## config.mk

```make
export PLATFORM = sky130hd
export DESIGN_NAME = luma_filter_8tap_flat
export DESIGN_NICKNAME = d
export VERILOG_FILES = /design/src/rtl/luma_filter_8tap_pkg.sv /design/src/rtl/luma_filter_8tap_if.sv /design/src/rtl/luma_filter_8tap_mac.sv /design/src/rtl/luma_filter_8tap.sv /design/src/flat_wrapper.sv
export SDC_FILE = /design/constraint.sdc
export NUM_CORES = 1
export LEC_CHECK = 0
export ABC_AREA = 1
export CAP_MARGIN = 10
export CORE_AREA = 4 4 119 121
export CTS_CLUSTER_SIZE = 25
export DETAILED_ROUTE_END_ITERATION = 16
export DIE_AREA = 0 0 123 125
export GPL_TIMING_DRIVEN = 0
export PLACE_DENSITY = 0.86
export SETUP_SLACK_MARGIN = 0.15
export SLEW_MARGIN = 20
export SYNTH_ARGS = -nofsm -noshare
export SYNTH_HDL_FRONTEND = slang
export SYNTH_HIERARCHICAL = 1
export SYNTH_SLANG_ARGS = --single-unit
```

## constraint.sdc

```tcl
create_clock -name clk -period 9.5 [get_ports clk]
set_clock_uncertainty 0.2 [all_clocks]
set_input_delay 2.375 -clock clk [delete_from_list [all_inputs] [get_ports clk]]
set_output_delay 2.375 -clock clk [all_outputs]
set_load 0.005 [all_outputs]
```

## src/rtl/luma_filter_8tap_pkg.sv

```systemverilog
// Shared constants, types and FSM encoding for the HEVC 8-tap luma filter.
package hevc_luma_pkg;

  localparam int TAPS         = 8;
  localparam int COEF_WIDTH   = 9;
  localparam int SAMPLE_WIDTH = 8;
  localparam int CNT_W        = $clog2(TAPS);

  typedef logic signed [8:0]  coef_t;
  typedef logic        [7:0]  sample_t;
  typedef logic signed [15:0] acc_t;

  typedef enum logic [1:0] {IDLE, LOAD, ACCUM, WRITE} state_t;

  localparam int ROUND_OFFSET = 32;
  localparam int ROUND_SHIFT  = 6;

endpackage

```

## src/rtl/luma_filter_8tap_if.sv

```systemverilog
// Multi-flux FIFO read/write interfaces: one data bus, per-flux status and strobes.
interface read_interface #(
  parameter int DW   = 10,
  parameter int FLUX = 2
);
  logic [DW-1:0]   dout;
  logic [FLUX-1:0] empty;
  logic [FLUX-1:0] read;

  modport actor (input dout, input empty, output read);
  modport fifo  (output dout, output empty, input read);
endinterface

interface write_interface #(
  parameter int DW   = 17,
  parameter int FLUX = 2
);
  logic [DW-1:0]   din;
  logic [FLUX-1:0] full;
  logic            write;

  modport actor (output din, input full, output write);
  modport fifo  (input din, output full, input write);
endinterface

```

## src/rtl/luma_filter_8tap_mac.sv

```systemverilog
// Coefficient register file, signed MAC and optional round/clip (LUMA_FILTER_ROUND_EN).
module luma_mac
  import hevc_luma_pkg::*;
#(
  parameter int COEF_WIDTH   = 9,
  parameter int SAMPLE_WIDTH = 8,
  parameter int ACC_WIDTH    = 16
) (
  input  logic                          clk,
  input  logic                          rst,
  input  logic                          load,
  input  logic [TAPS*COEF_WIDTH-1:0]    coef_flat,
  input  logic                          acc_en,
  input  logic [CNT_W-1:0]              tap,
  input  logic [SAMPLE_WIDTH-1:0]       sample,
  output logic signed [ACC_WIDTH-1:0]   result
);

  localparam int PROD_W = COEF_WIDTH + SAMPLE_WIDTH + 1;

  logic signed [COEF_WIDTH-1:0] coef_q [TAPS];
  logic signed [PROD_W-1:0]     coef_x, samp_x, prod;
  logic signed [ACC_WIDTH-1:0]  prod_acc, acc;

  always_ff @(posedge clk) begin
    if (load) begin
      for (int i = 0; i < TAPS; i++) begin
        coef_q[i] <= coef_flat[i*COEF_WIDTH +: COEF_WIDTH];
      end
    end
  end

  // Sample is unsigned pixel data: zero-extend before the signed multiply.
  assign coef_x   = PROD_W'(coef_q[tap]);
  assign samp_x   = PROD_W'($signed({1'b0, sample}));
  assign prod     = coef_x * samp_x;
  assign prod_acc = ACC_WIDTH'(prod);

  always_ff @(posedge clk or posedge rst) begin
    if (rst) begin
      acc <= '0;
    end else if (load) begin
      acc <= '0;
    end else if (acc_en) begin
      acc <= acc + prod_acc;
    end
  end

`ifdef LUMA_FILTER_ROUND_EN
  localparam int PIX_MAX = (1 << SAMPLE_WIDTH) - 1;

  function automatic logic signed [ACC_WIDTH-1:0] round_clip(input logic signed [ACC_WIDTH-1:0] a);
    logic signed [ACC_WIDTH:0] biased, shifted;
    biased  = (ACC_WIDTH+1)'(a) + (ACC_WIDTH+1)'(ROUND_OFFSET);
    shifted = biased >>> ROUND_SHIFT;
    if (shifted < 0)            return '0;
    else if (shifted > PIX_MAX) return ACC_WIDTH'(PIX_MAX);
    else                        return shifted[ACC_WIDTH-1:0];
  endfunction

  assign result = round_clip(acc);
`else
  assign result = acc;
`endif

endmodule

```

## src/rtl/luma_filter_8tap.sv

```systemverilog
// 8-tap HEVC luma filter: per-flux job FSM and FIFO handshakes around luma_mac.
// Build with LUMA_FILTER_ROUND_EN for (acc+32)>>>6 clipped to 0..255 output.
module luma_filter_8tap
  import hevc_luma_pkg::*;
#(
  parameter int FLUX         = 2,
  parameter int COEF_WIDTH   = 9,
  parameter int SAMPLE_WIDTH = 8,
  parameter int ACC_WIDTH    = 16
) (
  input  logic           clk,
  input  logic           rst,
  read_interface.actor   read_port_c0,
  read_interface.actor   read_port_c1,
  read_interface.actor   read_port_c2,
  read_interface.actor   read_port_c3,
  read_interface.actor   read_port_c4,
  read_interface.actor   read_port_c5,
  read_interface.actor   read_port_c6,
  read_interface.actor   read_port_c7,
  read_interface.actor   read_port_sample,
  write_interface.actor  write_port_result
);

  localparam int TAG_WIDTH = $clog2(FLUX);

  state_t                      state, state_nxt;
  logic [TAG_WIDTH-1:0]        lock, pick;
  logic [CNT_W-1:0]            cnt;
  logic [FLUX-1:0]             ready, lock_oh, coef_strb, samp_strb;
  logic                        found, coef_rd, samp_rd, wr_en;
  logic [TAPS*COEF_WIDTH-1:0]  coef_flat;
  logic signed [ACC_WIDTH-1:0] result;
  logic                        unused_tags;

  assign ready = ~(read_port_c0.empty | read_port_c1.empty | read_port_c2.empty |
                   read_port_c3.empty | read_port_c4.empty | read_port_c5.empty |
                   read_port_c6.empty | read_port_c7.empty | read_port_sample.empty |
                   write_port_result.full);

  // Lowest ready flux wins.
  always_comb begin
    found = 1'b0;
    pick  = '0;
    for (int i = FLUX - 1; i >= 0; i--) begin
      if (ready[i]) begin
        found = 1'b1;
        pick  = TAG_WIDTH'(i);
      end
    end
  end

  always_comb begin
    lock_oh       = '0;
    lock_oh[lock] = 1'b1;
  end

  always_comb begin
    state_nxt = state;
    coef_rd   = 1'b0;
    samp_rd   = 1'b0;
    wr_en     = 1'b0;
    case (state)
      IDLE:  if (found) state_nxt = LOAD;
      LOAD: begin
        coef_rd   = 1'b1;
        state_nxt = ACCUM;
      end
      ACCUM: begin
        if (!read_port_sample.empty[lock]) begin
          samp_rd = 1'b1;
          if (cnt == CNT_W'(TAPS - 1)) state_nxt = WRITE;
        end
      end
      WRITE: begin
        if (!write_port_result.full[lock]) begin
          wr_en     = 1'b1;
          state_nxt = IDLE;
        end
      end
      default: state_nxt = IDLE;
    endcase
  end

  always_ff @(posedge clk or posedge rst) begin
    if (rst) begin
      state <= IDLE;
      lock  <= '0;
      cnt   <= '0;
    end else begin
      state <= state_nxt;
      if (state == IDLE && found) lock <= pick;
      if (coef_rd)      cnt <= '0;
      else if (samp_rd) cnt <= cnt + 1'b1;
    end
  end

  assign coef_strb = coef_rd ? lock_oh : '0;
  assign samp_strb = samp_rd ? lock_oh : '0;

  assign read_port_c0.read     = coef_strb;
  assign read_port_c1.read     = coef_strb;
  assign read_port_c2.read     = coef_strb;
  assign read_port_c3.read     = coef_strb;
  assign read_port_c4.read     = coef_strb;
  assign read_port_c5.read     = coef_strb;
  assign read_port_c6.read     = coef_strb;
  assign read_port_c7.read     = coef_strb;
  assign read_port_sample.read = samp_strb;

  assign write_port_result.write = wr_en;
  assign write_port_result.din   = (state == WRITE) ? {lock, result} : '0;

  assign coef_flat = {read_port_c7.dout[COEF_WIDTH-1:0], read_port_c6.dout[COEF_WIDTH-1:0],
                      read_port_c5.dout[COEF_WIDTH-1:0], read_port_c4.dout[COEF_WIDTH-1:0],
                      read_port_c3.dout[COEF_WIDTH-1:0], read_port_c2.dout[COEF_WIDTH-1:0],
                      read_port_c1.dout[COEF_WIDTH-1:0], read_port_c0.dout[COEF_WIDTH-1:0]};

  // Incoming tags are ignored; the locked flux is the authoritative tag.
  assign unused_tags = ^{read_port_c0.dout[COEF_WIDTH +: TAG_WIDTH], read_port_c1.dout[COEF_WIDTH +: TAG_WIDTH],
                         read_port_c2.dout[COEF_WIDTH +: TAG_WIDTH], read_port_c3.dout[COEF_WIDTH +: TAG_WIDTH],
                         read_port_c4.dout[COEF_WIDTH +: TAG_WIDTH], read_port_c5.dout[COEF_WIDTH +: TAG_WIDTH],
                         read_port_c6.dout[COEF_WIDTH +: TAG_WIDTH], read_port_c7.dout[COEF_WIDTH +: TAG_WIDTH],
                         read_port_sample.dout[SAMPLE_WIDTH +: TAG_WIDTH]};

  luma_mac #(
    .COEF_WIDTH   (COEF_WIDTH),
    .SAMPLE_WIDTH (SAMPLE_WIDTH),
    .ACC_WIDTH    (ACC_WIDTH)
  ) u_mac (
    .clk       (clk),
    .rst       (rst),
    .load      (coef_rd),
    .coef_flat (coef_flat),
    .acc_en    (samp_rd),
    .tap       (cnt),
    .sample    (read_port_sample.dout[SAMPLE_WIDTH-1:0]),
    .result    (result)
  );

endmodule

```

## src/flat_wrapper.sv

```systemverilog
// flat-port wrapper written by rule: the top's interface ports become plain ports
module luma_filter_8tap_flat import hevc_luma_pkg::*;
#(
  parameter int FLUX         = 2,
  parameter int COEF_WIDTH   = 9,
  parameter int SAMPLE_WIDTH = 8,
  parameter int ACC_WIDTH    = 16
)
  (clk, rst, read_port_c0_dout, read_port_c0_empty, read_port_c0_read, read_port_c1_dout, read_port_c1_empty, read_port_c1_read, read_port_c2_dout, read_port_c2_empty, read_port_c2_read, read_port_c3_dout, read_port_c3_empty, read_port_c3_read, read_port_c4_dout, read_port_c4_empty, read_port_c4_read, read_port_c5_dout, read_port_c5_empty, read_port_c5_read, read_port_c6_dout, read_port_c6_empty, read_port_c6_read, read_port_c7_dout, read_port_c7_empty, read_port_c7_read, read_port_sample_dout, read_port_sample_empty, read_port_sample_read, write_port_result_din, write_port_result_full, write_port_result_write);
  read_interface #(.DW((1)+(9)), .FLUX(FLUX)) read_port_c0_i ();
  read_interface #(.DW((1)+(9)), .FLUX(FLUX)) read_port_c1_i ();
  read_interface #(.DW((1)+(9)), .FLUX(FLUX)) read_port_c2_i ();
  read_interface #(.DW((1)+(9)), .FLUX(FLUX)) read_port_c3_i ();
  read_interface #(.DW((1)+(9)), .FLUX(FLUX)) read_port_c4_i ();
  read_interface #(.DW((1)+(9)), .FLUX(FLUX)) read_port_c5_i ();
  read_interface #(.DW((1)+(9)), .FLUX(FLUX)) read_port_c6_i ();
  read_interface #(.DW((1)+(9)), .FLUX(FLUX)) read_port_c7_i ();
  read_interface #(.DW((1)+(8)), .FLUX(FLUX)) read_port_sample_i ();
  write_interface #(.DW((1)+(16)), .FLUX(FLUX)) write_port_result_i ();
  input  logic clk;
  input  logic rst;
  input wire logic [$bits(read_port_c0_i.dout)-1:0] read_port_c0_dout;
  input wire logic [$bits(read_port_c0_i.empty)-1:0] read_port_c0_empty;
  output wire logic [$bits(read_port_c0_i.read)-1:0] read_port_c0_read;
  input wire logic [$bits(read_port_c1_i.dout)-1:0] read_port_c1_dout;
  input wire logic [$bits(read_port_c1_i.empty)-1:0] read_port_c1_empty;
  output wire logic [$bits(read_port_c1_i.read)-1:0] read_port_c1_read;
  input wire logic [$bits(read_port_c2_i.dout)-1:0] read_port_c2_dout;
  input wire logic [$bits(read_port_c2_i.empty)-1:0] read_port_c2_empty;
  output wire logic [$bits(read_port_c2_i.read)-1:0] read_port_c2_read;
  input wire logic [$bits(read_port_c3_i.dout)-1:0] read_port_c3_dout;
  input wire logic [$bits(read_port_c3_i.empty)-1:0] read_port_c3_empty;
  output wire logic [$bits(read_port_c3_i.read)-1:0] read_port_c3_read;
  input wire logic [$bits(read_port_c4_i.dout)-1:0] read_port_c4_dout;
  input wire logic [$bits(read_port_c4_i.empty)-1:0] read_port_c4_empty;
  output wire logic [$bits(read_port_c4_i.read)-1:0] read_port_c4_read;
  input wire logic [$bits(read_port_c5_i.dout)-1:0] read_port_c5_dout;
  input wire logic [$bits(read_port_c5_i.empty)-1:0] read_port_c5_empty;
  output wire logic [$bits(read_port_c5_i.read)-1:0] read_port_c5_read;
  input wire logic [$bits(read_port_c6_i.dout)-1:0] read_port_c6_dout;
  input wire logic [$bits(read_port_c6_i.empty)-1:0] read_port_c6_empty;
  output wire logic [$bits(read_port_c6_i.read)-1:0] read_port_c6_read;
  input wire logic [$bits(read_port_c7_i.dout)-1:0] read_port_c7_dout;
  input wire logic [$bits(read_port_c7_i.empty)-1:0] read_port_c7_empty;
  output wire logic [$bits(read_port_c7_i.read)-1:0] read_port_c7_read;
  input wire logic [$bits(read_port_sample_i.dout)-1:0] read_port_sample_dout;
  input wire logic [$bits(read_port_sample_i.empty)-1:0] read_port_sample_empty;
  output wire logic [$bits(read_port_sample_i.read)-1:0] read_port_sample_read;
  output wire logic [$bits(write_port_result_i.din)-1:0] write_port_result_din;
  input wire logic [$bits(write_port_result_i.full)-1:0] write_port_result_full;
  output wire logic [$bits(write_port_result_i.write)-1:0] write_port_result_write;
  assign read_port_c0_i.dout = read_port_c0_dout;
  assign read_port_c0_i.empty = read_port_c0_empty;
  assign read_port_c0_read = read_port_c0_i.read;
  assign read_port_c1_i.dout = read_port_c1_dout;
  assign read_port_c1_i.empty = read_port_c1_empty;
  assign read_port_c1_read = read_port_c1_i.read;
  assign read_port_c2_i.dout = read_port_c2_dout;
  assign read_port_c2_i.empty = read_port_c2_empty;
  assign read_port_c2_read = read_port_c2_i.read;
  assign read_port_c3_i.dout = read_port_c3_dout;
  assign read_port_c3_i.empty = read_port_c3_empty;
  assign read_port_c3_read = read_port_c3_i.read;
  assign read_port_c4_i.dout = read_port_c4_dout;
  assign read_port_c4_i.empty = read_port_c4_empty;
  assign read_port_c4_read = read_port_c4_i.read;
  assign read_port_c5_i.dout = read_port_c5_dout;
  assign read_port_c5_i.empty = read_port_c5_empty;
  assign read_port_c5_read = read_port_c5_i.read;
  assign read_port_c6_i.dout = read_port_c6_dout;
  assign read_port_c6_i.empty = read_port_c6_empty;
  assign read_port_c6_read = read_port_c6_i.read;
  assign read_port_c7_i.dout = read_port_c7_dout;
  assign read_port_c7_i.empty = read_port_c7_empty;
  assign read_port_c7_read = read_port_c7_i.read;
  assign read_port_sample_i.dout = read_port_sample_dout;
  assign read_port_sample_i.empty = read_port_sample_empty;
  assign read_port_sample_read = read_port_sample_i.read;
  assign write_port_result_din = write_port_result_i.din;
  assign write_port_result_i.full = write_port_result_full;
  assign write_port_result_write = write_port_result_i.write;
  luma_filter_8tap #(.FLUX(FLUX), .COEF_WIDTH(COEF_WIDTH), .SAMPLE_WIDTH(SAMPLE_WIDTH), .ACC_WIDTH(ACC_WIDTH)) u_core (.clk(clk), .rst(rst), .read_port_c0(read_port_c0_i), .read_port_c1(read_port_c1_i), .read_port_c2(read_port_c2_i), .read_port_c3(read_port_c3_i), .read_port_c4(read_port_c4_i), .read_port_c5(read_port_c5_i), .read_port_c6(read_port_c6_i), .read_port_c7(read_port_c7_i), .read_port_sample(read_port_sample_i), .write_port_result(write_port_result_i));
endmodule
```

Word-level counts from Yosys, hierarchy flattened. Memories as Yosys holds them, arrays and structs flattened. Cells that the tools add are included. Widths: inputs -> output; s select.

Output and inout bits: 36. Bits in writable memories: 72. Logic and storage cells: 61. Memories: 1. Flip-flop bits (word level): 22. Bits of input ports: 111.

Memory list: u_core.u_mac.coef_q (depth 8, width 9, rd ports 1, clocked after Yosys merged registers in 0, write ports 8, RTL line luma_filter_8tap_mac.sv:21) `logic signed [COEF_WIDTH-1:0] coef_q [TAPS];`.

Multipliers: 1. Magnitude comparators: 2. Reduce and logical (&&, ||, !) cells: 5. Mux-type cells: 28. Bitwise gates (word level): 10. Equal/unequal tests: 8. Add/sub/neg operators: 2.

Operator list (number): $mux 16 (2); $or 2x2->2 (9); $mux 17 (1); $add 16x16->16 (1); $mul 9x9->16 (1); $mux 1 (15); $mux 2 (6); $pmux 2 s4 (1); $mux 3 (2); $eq 2x2->1 const B (2); $ne 2x1->1 const B (2); $ne 2x2->1 const B (2); $reduce_and 4->1 (1); $add 3x1->3 const B (1); $eq 3x3->1 const B (1); $eq 2x1->1 const B (1); $logic_and 1x1->1 (2); $logic_not 2->1 (1); $lt 1x2->1 const B (1); $not 2->2 (1); $reduce_bool 2->1 (1); $demux 1 s1 (1); $ge 1x1->1 const B (1).

Longest topological paths before layout.
Depth after elaboration: 14. Depth in mapped cells: 28.

Modules after synthesis. Netlist, hierarchy kept.

By module, submodules not included: luma_mac (seq. area each 2562.5 µm², area an instance 6602.6 µm², cells an instance 684, instances 1); luma_filter_8tap (seq. area each 150.1 µm², area an instance 748.2 µm², cells an instance 124, instances 1).

Worst setup path after synthesis. OpenSTA, ideal clock, no wires.

Path type: in2reg. Start: in read_port_sample_dout[1]. End: reg u_core.u_mac.acc[10] (netlist: u_core/u_mac/result[10]). Data arrival time: 6.396 ns. Required time: 9.176 ns. Path buffers: 1. Path slack: 2.780 ns. Stages: 21. Library setup time: 0.124 ns. Cells stage by stage: buf_1 nand2_1 fa_1 inv_1 fa_1 inv_1 fa_1 inv_1 fa_1 inv_1 fa_1 inv_1 ha_1 nand2_1 o21a_1 nand2_2 nand2_2 o21ai_2 nand2_1 nand3_2 o21ai_2.

Longest elaborated chain between the ends: 4.

RTL lines: from (decl) (RTL line flat_wrapper.sv:46) `input wire logic [$bits(read_port_sample_i.dout)-1:0] read_port_sample_dout;`; $mul 9x9->16 (RTL line luma_filter_8tap_mac.sv:36) `assign prod = coef_x * samp_x;`; $add 16x16->16 (RTL line luma_filter_8tap_mac.sv:45) `acc <= acc + prod_acc;`; $mux 16 (RTL line luma_filter_8tap_mac.sv:44) `end else if (acc_en) begin`; $mux 16 (RTL line luma_filter_8tap_mac.sv:42) `end else if (load) begin`; to (signal assigned) (RTL line luma_filter_8tap_mac.sv:45); to (decl) (RTL line luma_filter_8tap_mac.sv:23) `logic signed [ACC_WIDTH-1:0] prod_acc, acc;`.

Every way passes these cells. The select of a mux whose other input is x is not followed. A chain may end at the register's enable or synchronous reset.

Worst setup path in the final report.
Start: in read_port_sample_dout[0]. End: reg u_core.u_mac.acc[15] (netlist: u_core/u_mac/result[15]).

Same word-level chain as after synthesis.

==> results.json <==
{
  "outcome": "completed",
  "timing.final.max_slew_violations": 0,
  "io_buffers": 135,
  "dieWidth_um": 123,
  "synth_edf_count": 72,
  "postCtsSetupBuffers": 0,
  "grt_pass1_vias": 6254,
  "initial_core_util": 0.562,
  "holdCritPathClass": "reg2reg",
  "grt_use_total": 0.240,
  "drtIter0Drc": 346,
  "start_kind": "primary input",
  "hold_violations": 0,
  "cts_resized": 0,
  "antenna_found_initial": 0,
  "syn_area_sq_mm": 0.00735,
  "h-tree-depth": 3,
  "arrival_ns": 7.20,
  "synth.distinct_cells": 41,
  "row_count": 42,
  "viasPerCell": 5.17,
  "max_stage_delay_ns": 0.66,
  "ios": 147,
  "crit_required_ns": 9.54,
  "relSlewSlack": 0.437,
  "tightestPinTransition_ns": 0.842,
  "gp_congestion": 0.920,
  "clock_path_buffers": 2,
  "routed_wl_um": 17600,
  "grt_overflow": 0,
  "finalSetupViolations": 0,
  "max_freq_ghz": 0.140,
  "crit_family": "adder cells",
  "clkTransAtPathRegs_ns": 0.07,
  "cts_tree": "done",
  "synth_seq_cells": 94,
  "criticalPathCategory": "in2reg",
  "antenna_cells": 0,
  "clk_latency_ns": 0.35,
  "endpoint_kind": "flip-flop",
  "yosysWarnings": 6,
  "slowest_stage": "fa_1",
  "cts.sinks": 94,
  "drc_errors": 0,
  "drv_cap": 0,
  "num-fill-cells": 947,
  "ys.flop_type": "edfxtp_1",
  "critPathMostFrequentCell": "fa_1",
  "post-route-cell-area_sq_mm": 0.00932,
  "grt_max_degree": 52,
  "area_delta_synth_final_pct": 26.7,
  "synthCells": 808,
  "grt_pass1_wl_um": 29100,
  "ys_seq_area_frac": 0.369,
  "crit_chain": "clkdlybuf4s50_1 -> nand2_1 -> fa_1 -> fa_1 -> inv_1 -> fa_1 -> fa_1 -> inv_1 -> fa_1 -> inv_1 -> ha_1 -> nand2_1 -> inv_1 -> a21oi_2 -> o21ai_1 -> nor2_1 -> nand3_1 -> nand3_1 -> nand2_1",
  "cts_hold_buf": 0,
  "cts_made_buffers": 9,
  "drive_gt1_frac": 0.0927,
  "rsz0062_at_grt": "no",
  "nNetsFinal": 1176,
  "whs_ns": 0.337,
  "crit_fanout": 7,
  "syn_nets": 1029,
  "totalNegativeSetupSlack_ns": 0,
  "ant_nets": 0,
  "firstDrtPassIters": 5,
  "dp_hpwl_um": 13800,
  "dieArea_sq_mm": 0.0154,
  "die_y_um": 125,
  "placedInstanceArea_sq_mm": 0.00896,
  "critical_path_buf_inv_count": 5,
  "vias": 5873,
  "min_period_ns": 7.16,
  "routedWlPerCell_um": 15.5,
  "coreArea_sq_mm": 0.0131,
  "syn_avg_cell_area_sq_um": 9.10,
  "period_share": 0.753,
  "cts_root_buf": "clkbuf_16",
  "ys_async_sr_fraction": 0.234
}
[layout by cell type (no fill, tap or decap), types with 19 or more instances in the layout]
cell type | synthesis | final
inv_1 | 160 | 160
edfxtp_1 | 72 | 72
ha_1 | 44 | 43
dfrtp_1 | 22 | 22
clkdlybuf4s50_1 | 0 | 135
fa_1 | 66 | 66
buf_4 | 19 | 19
nor2_1 | 109 | 109
nand2_1 | 141 | 141
nand3_1 | 19 | 19
o21ai_0 | 38 | 38
[registers in the layout, summed over array words and instances, names as in the netlist]
name	flops
u_core/cnt	3
u_core/u_mac/result	16
u_core/state	2
u_core/lock	1
u_core/u_mac/coef_q	72
[logic make-up after synthesis]
group                      Yosys count  share of synthesized area
buffers and inverters              208                      0.120
DFF                                 94                      0.369
adders and majority gates          110                      0.255
AOI/OAI and AO/OA                   96                     0.0829
xor gates and xnor gates             8                    0.00953
and+or+nand+nor                    292                      0.164
[Yosys cell counts (3+ instances only)]
cell type	instances	area, sq um
fa_1	66	1320
o22ai_1	3	18.8
inv_1	160	601
dfrtp_1	22	551
nand2_2	9	56.3
o21a_1	3	22.5
nand2_1	141	529
nor2_1	109	409
edfxtp_1	72	2160
o21ai_0	38	190
o21ai_1	13	65.1
inv_2	16	60.1
buf_2	7	35.0
nand3_1	19	95.1
nand3_2	4	40.0
xor2_1	6	52.6
buf_4	19	143
a21oi_2	4	35.0
a21oi_1	10	50.1
o221ai_1	16	140
ha_1	44	551
[metrics by stage]
stage          std cells   util  worst slack, ns
6_report            1136  0.712             2.34
4_1_cts             1136  0.712             2.31
3_5_place_dp        1120  0.685             1.94
5_1_grt             1136  0.712             2.03
2_1_floorplan        808      -             2.78
3_3_place_gp        1119  0.682             2.06
[path summary, 6_finish.rpt]
path	to	slack (ns)	cells past startpoint	start
worst max-delay path	u_core/u_mac/result[15]$_DFFE_PP0P_	2.34	19	read_port_sample_dout[0]
worst min-delay path	u_core/u_mac/result[14]$_DFFE_PP0P_	0.34	2	u_core/u_mac/result[14]$_DFFE_PP0P_
worst max register to register	u_core/u_mac/result[10]$_DFFE_PP0P_	3.48	27	u_core/cnt[1]$_DFFE_PP0P_
worst min register to register	u_core/u_mac/result[14]$_DFFE_PP0P_	0.34	2	u_core/u_mac/result[14]$_DFFE_PP0P_
max in group asynchronous	u_core/u_mac/result[9]$_DFFE_PP0P_	6.47	2	rst
min in group asynchronous	u_core/lock$_DFFE_PP0P_	2.09	2	rst
[final cells by class]
cell class,count,area [sq um],area share
multi-input cells,506,3770,0.405
flip-flops and latches,94,2710,0.291
repair buffers,136,1380,0.148
inverters,178,673,0.0723
clock buffers,9,225,0.0242
well taps,176,220,0.0236
plain buffers,30,208,0.0223
clock inverters,7,129,0.0138
[tightest hold or removal path: stages (launching register included)]
cell and delay (ns):
dfrtp_1 0.38, nand2_1 0.06, o21ai_1 0.06
[routing by layer]
| metal | global-route usage | vias to the layer above | share of wire |
|---|---|---|---|
| met5 | 0 | - | 0 |
| met4 | 0.0899 | 0 | 0.023 |
| met2 | 0.428 | 233 | 0.53 |
| met3 | 0.0456 | 27 | 0.071 |
| li1 | - | 2816 | - |
| met1 | 0.285 | 2797 | 0.38 |
Power is not shown: default switching activity piles up to over one toggle a cycle in this logic, so the estimate is an artifact.
